$ cat config.mk
export PLATFORM = sky130hd
export DESIGN_NAME = rr_sel_arbiter
export DESIGN_NICKNAME = d
export VERILOG_FILES = /design/src/rtl/rr_sel_arbiter.sv
export SDC_FILE = /design/constraint.sdc
export NUM_CORES = 1
export LEC_CHECK = 0
export CORE_MARGIN = 1
export CORE_UTILIZATION = 46
export CTS_CLUSTER_SIZE = 12
export DETAILED_ROUTE_END_ITERATION = 10
export PLACE_DENSITY = 0.64
export SLEW_MARGIN = 20
export SYNTH_ARGS = -nofsm -noshare
export SYNTH_HDL_FRONTEND = slang
export SYNTH_SLANG_ARGS = --single-unit
$ cat constraint.sdc
create_clock -name clk -period 6.3 [get_ports clk]
set_clock_uncertainty 0.2 [all_clocks]
set_input_delay 1.26 -clock clk [delete_from_list [all_inputs] [get_ports clk]]
set_output_delay 1.26 -clock clk [all_outputs]
set_load 0.03 [all_outputs]
$ cat src/rtl/rr_sel_arbiter.sv
// Round-robin arbiter driving the registered N-input mux select with bounded bursts.
// Optional `RR_SEL_ARBITER_LOCK_EN adds a `lock` input that extends a burst past MAXBURST.
module rr_sel_arbiter #(
  parameter int unsigned NUMIN    = 16,
  parameter int unsigned SWIDTH   = $clog2(NUMIN),
  parameter int unsigned MAXBURST = 4
) (
  input  logic                             clk,
  input  logic                             rst,
  input  logic [NUMIN-1:0]                 req,
  input  logic                             ack,
`ifdef RR_SEL_ARBITER_LOCK_EN
  input  logic                             lock,
`endif
  output logic [SWIDTH-1:0]                sel,
  output logic                             sel_v,
  output logic [NUMIN-1:0]                 grant,
  output logic [$clog2(MAXBURST+1)-1:0]    beat_cnt
);

  localparam int unsigned CW = $clog2(MAXBURST + 1);

  typedef enum logic {
    IDLE  = 1'b0,
    GRANT = 1'b1
  } state_e;

  state_e            state_q, state_d;
  logic [SWIDTH-1:0] ptr_q, ptr_d;
  logic [SWIDTH-1:0] sel_q, sel_d;
  logic              sel_v_q, sel_v_d;
  logic [NUMIN-1:0]  grant_q, grant_d;
  logic [CW-1:0]     cnt_q, cnt_d;

  logic              lock_c;
  logic [SWIDTH-1:0] next_ptr_c;
  logic [SWIDTH-1:0] start_c;
  logic [SWIDTH-1:0] win_c;
  logic              found_c;
  logic              req_sel_c;
  logic              beat_c;
  logic              at_max_c;
  logic              hit_max_c;
  logic              release_c;

`ifdef RR_SEL_ARBITER_LOCK_EN
  assign lock_c = lock;
`else
  assign lock_c = 1'b0;
`endif

  assign req_sel_c  = req[sel_q];
  assign beat_c     = ack & req_sel_c;
  assign at_max_c   = (cnt_q == CW'(MAXBURST));
  assign hit_max_c  = (cnt_q == CW'(MAXBURST - 1));
  // at_max_c is only reachable while a lock held the burst open
  assign release_c  = !req_sel_c || (beat_c && !lock_c && (hit_max_c || at_max_c));
  assign next_ptr_c = (sel_q == SWIDTH'(NUMIN - 1)) ? '0 : sel_q + SWIDTH'(1);
  assign start_c    = (state_q == GRANT) ? next_ptr_c : ptr_q;

  // First set req bit at or above start_c, wrapping by compare so any NUMIN works
  always_comb begin : rr_search
    int                idx;
    logic [SWIDTH-1:0] idx_s;
    idx     = 0;
    idx_s   = '0;
    found_c = 1'b0;
    win_c   = '0;
    for (int i = 0; i < int'(NUMIN); i++) begin
      idx = int'(start_c) + i;
      if (idx >= int'(NUMIN)) begin
        idx = idx - int'(NUMIN);
      end
      idx_s = SWIDTH'(idx);
      if (!found_c && req[idx_s]) begin
        found_c = 1'b1;
        win_c   = idx_s;
      end
    end
  end

  always_comb begin : next_state
    state_d = state_q;
    ptr_d   = ptr_q;
    sel_d   = sel_q;
    sel_v_d = sel_v_q;
    grant_d = grant_q;
    cnt_d   = cnt_q;
    case (state_q)
      IDLE: begin
        if (found_c) begin
          state_d = GRANT;
          sel_d   = win_c;
          sel_v_d = 1'b1;
          grant_d = NUMIN'(1) << win_c;
          cnt_d   = '0;
        end
      end
      GRANT: begin
        if (release_c) begin
          ptr_d = next_ptr_c;
          if (found_c) begin
            sel_d   = win_c;
            grant_d = NUMIN'(1) << win_c;
            cnt_d   = '0;
          end else begin
            state_d = IDLE;
            sel_v_d = 1'b0;
            grant_d = '0;
            cnt_d   = '0;
          end
        end else if (beat_c && !at_max_c) begin
          cnt_d = cnt_q + CW'(1);
        end
      end
      default: state_d = IDLE;
    endcase
  end

  always_ff @(posedge clk or negedge rst) begin
    if (!rst) begin
      state_q <= IDLE;
      ptr_q   <= '0;
      sel_q   <= '0;
      sel_v_q <= 1'b0;
      grant_q <= '0;
      cnt_q   <= '0;
    end else begin
      state_q <= state_d;
      ptr_q   <= ptr_d;
      sel_q   <= sel_d;
      sel_v_q <= sel_v_d;
      grant_q <= grant_d;
      cnt_q   <= cnt_d;
    end
  end

  assign sel      = sel_q;
  assign sel_v    = sel_v_q;
  assign grant    = grant_q;
  assign beat_cnt = cnt_q;

endmodule
==> results.json <==
{
  "ys_seq_elements": 29,
  "insertion_delay_ns": 0.27,
  "start_kind": "flip-flop",
  "gp_congestion": 0.984,
  "drt-total-wl_mm": 11.5,
  "cpMaxStageDelayCell": "ha_1",
  "ys.flop_type": "dfrtp_1",
  "arrival_ns": 5.48,
  "floorplan.initialDensity_pct": 48.4,
  "nets": 475,
  "boundaryPins": 43,
  "grt_pass1_vias": 3394,
  "syn_area_um2": 3820,
  "core-area_um2": 7890,
  "synthMuxAreaShare_pct": 29.9,
  "status": "finished clean",
  "grt_use_total_pct": 27.7,
  "synthToLayoutAreaGrowth_pct": 16.1,
  "rsz0062_at_grt": "false",
  "cts_buffer_depth": 2,
  "yosysWarnings": 0,
  "cts-root-buf": "clkbuf_8",
  "routed-via-count": 3642,
  "worstPathMaxFanout": 18,
  "cts_buffers": 5,
  "synthAdderAreaFrac_pct": 3.60,
  "layout_commonest_cell": "mux2i_1",
  "path_cells": "ha_1 > a31oi_2 > mux2i_2 > ha_1 > mux4_1 > mux2i_1 > mux2i_1 > nor4_2 > nand3_1 > o21ai_0 > a22oi_1 > o21ai_0 > nor3b_2 > a32o_1",
  "worstRegToRegCells": 14,
  "hold_end": "grant[5]$_DFFE_PN0P_",
  "tightest_slew_ns": 0.798,
  "drt_iter0_drc": 350,
  "synth-compound-area-share_pct": 23.6,
  "drc_errors": 0,
  "fin_setup_tns_ns": 0,
  "numPortBuffers": 42,
  "cts_tree": "built",
  "cts-resized-gates": 0,
  "cp-startpoint": "sel[0]$_DFFE_PN0P_",
  "max_freq_mhz": 183,
  "grt_pass1_wl_mm": 18.7,
  "die_y_um": 93.1,
  "drv_slew": 0,
  "antenna_cells": 0,
  "period_minus_slack_ns": 5.47,
  "drive_above_1_share_pct": 17.7,
  "cp-end-kind": "flip-flop",
  "synth-xor-area-share_pct": 3.08,
  "reg2reg_setup_slack_ns": 0.83,
  "path_clk_slew_ns": 0.07,
  "timing.slew.headroom_pct": 46.6,
  "finalHoldViolations": 0,
  "die_w_um": 93.1,
  "firstDrtPassIters": 5,
  "min_path_cells": 1,
  "required_ns": 6.31,
  "antenna_found_initial": 0,
  "avgSynthCellArea_um2": 9.46,
  "synthArstFlopShare_pct": 100,
  "synth_top_family_by_area": "multiplexers",
  "synth_edf_count": 0,
  "synth-simple-area-share_pct": 16.2,
  "crit_type": "flip-flop to flip-flop",
  "timing.rr.start": "sel[0]$_DFFE_PN0P_",
  "syn_nets": 434,
  "dieArea_um2": 8670,
  "postRouteAntennaNets": 0,
  "dpl.hpwl_mm": 8.92,
  "finalSetupViolCount": 0,
  "rows": 32,
  "hold_buffers": 0,
  "grt_max_degree": 30,
  "period_share_pct": 86.8,
  "ys_types": 82,
  "final_cell_mix": "mux2i_1 (46), clkdlybuf4s50_1 (42), nand2_1 (36)",
  "hold_start": "grant[5]$_DFFE_PN0P_",
  "grt-ovfl-total": 0,
  "post-cts-setup-buffers": 0,
  "min_path_type": "flip-flop to flip-flop",
  "slowest_delay_ns": 0.79,
  "synth_seq_area_share_pct": 19.0,
  "cap_violations": 0,
  "cts.sinks": 29,
  "routedWlPerCell_um": 21.0,
  "rr_endpoint": "grant[5]$_DFFE_PN0P_",
  "vias_per_cell": 6.65,
  "final_util_pct": 56.3,
  "ctsHtreeMaxLevel": 2,
  "syn_inst": 404
}
## worst max path at each step
stage | end | slack [ns]
3_5_place_dp | grant[6]$_DFFE_PN0P_ | 0.92
5_1_grt | grant[2]$_DFFE_PN0P_ | 0.48
2_1_floorplan | grant[4]$_DFFE_PN0P_ | 1.03
3_3_place_gp | grant[5]$_DFFE_PN0P_ | 0.93
4_1_cts | grant[6]$_DFFE_PN0P_ | 0.91
6_report | grant[5]$_DFFE_PN0P_ | 0.83
## critical path, delay by kind of cell, from the launching register on
family	cells	cell delay [ns]
AND/OR/NAND/NOR	3	1.26
adder cells (fa/ha/maj)	2	1.12
flip-flops	1	0.54
multiplexers	4	1.30
AO/OA/AOI/OAI	5	0.98
## metrics by stage
| stage | std cells | hold slack [ns] | cell area, µm² | setup slack, ns |
|---|---|---|---|---|
| final | 548 | 0.300 | 4440 | 0.833 |
| after global routing | 548 | 0.319 | 4440 | 0.480 |
| after CTS | 548 | 0.304 | 4440 | 0.912 |
| after detailed placement | 540 | 0.285 | 4340 | 0.916 |
| after global placement | 540 | 0.288 | 4340 | 0.930 |
| after floorplan | 404 | 0.280 | 3820 | 1.03 |
## sequential cells by signal (all words and copies together) (netlist names)
name / count
grant: 16
sel_v: 1
beat_cnt: 3
state_q: 1
sel: 4
ptr_q: 4
## logic make-up (layout without fill, tap and decap cells)
logic type | Yosys count | in the layout
AND/OR/NAND/NOR | 117 | 117
AO/OA/AOI/OAI | 116 | 116
multiplexers | 85 | 85
buffers and inverters | 36 | 78
flip-flops | 29 | 29
adder cells (fa/ha/maj) | 11 | 11
XOR/XNOR | 10 | 10
## final cells by class
cell class,instances,area (µm²)
clock buffer,7,96.3
clock inverter,1,5.00
fill,680,3450
inverter,19,71.3
multi-input combinational,339,2920
sequential,29,726
tap,102,128
timing repair buffer,51,488
## metal layers
layer | track usage [%] | routed length [µm] | up-vias
li1 | - | - | 1677
met1 | 42.2 | 5340 | 1806
met2 | 42.2 | 5260 | 140
met3 | 4.07 | 791 | 19
met4 | 3.46 | 146 | 0
met5 | 0 | 0 | -
## synth_stat cells (3+ instances only)
| cell type | n | area share [%] |
|---|---|---|
| xnor2_2 | 4 | 1.7 |
| a22oi_1 | 4 | 0.79 |
| o21a_1 | 5 | 0.98 |
| a22o_1 | 11 | 2.5 |
| mux2_2 | 14 | 4.1 |
| nand2_1 | 36 | 3.5 |
| nor2b_1 | 3 | 0.49 |
| a32o_1 | 9 | 2.4 |
| mux4_1 | 5 | 3.4 |
| o21ai_0 | 17 | 2.2 |
| nand3_1 | 12 | 1.6 |
| nor3_1 | 6 | 0.79 |
| and3_1 | 4 | 0.65 |
| buf_4 | 3 | 0.59 |
| ha_1 | 11 | 3.6 |
| xnor2_1 | 5 | 1.1 |
| mux4_2 | 14 | 8.3 |
| mux2i_1 | 47 | 12 |
| clkbuf_1 | 6 | 0.59 |
| a31o_2 | 3 | 0.69 |
| inv_1 | 17 | 1.7 |
| a31oi_1 | 5 | 0.82 |
| mux2i_2 | 5 | 1.8 |
| dfrtp_1 | 29 | 19 |
| buf_6 | 3 | 0.88 |
| a211oi_1 | 3 | 0.59 |
| o22ai_1 | 4 | 0.65 |
| nor2_1 | 31 | 3.0 |
| buf_2 | 5 | 0.65 |
| a21oi_1 | 20 | 2.6 |
Power is not shown: default switching activity piles up to over one toggle a cycle in this logic, so the estimate is an artifact.
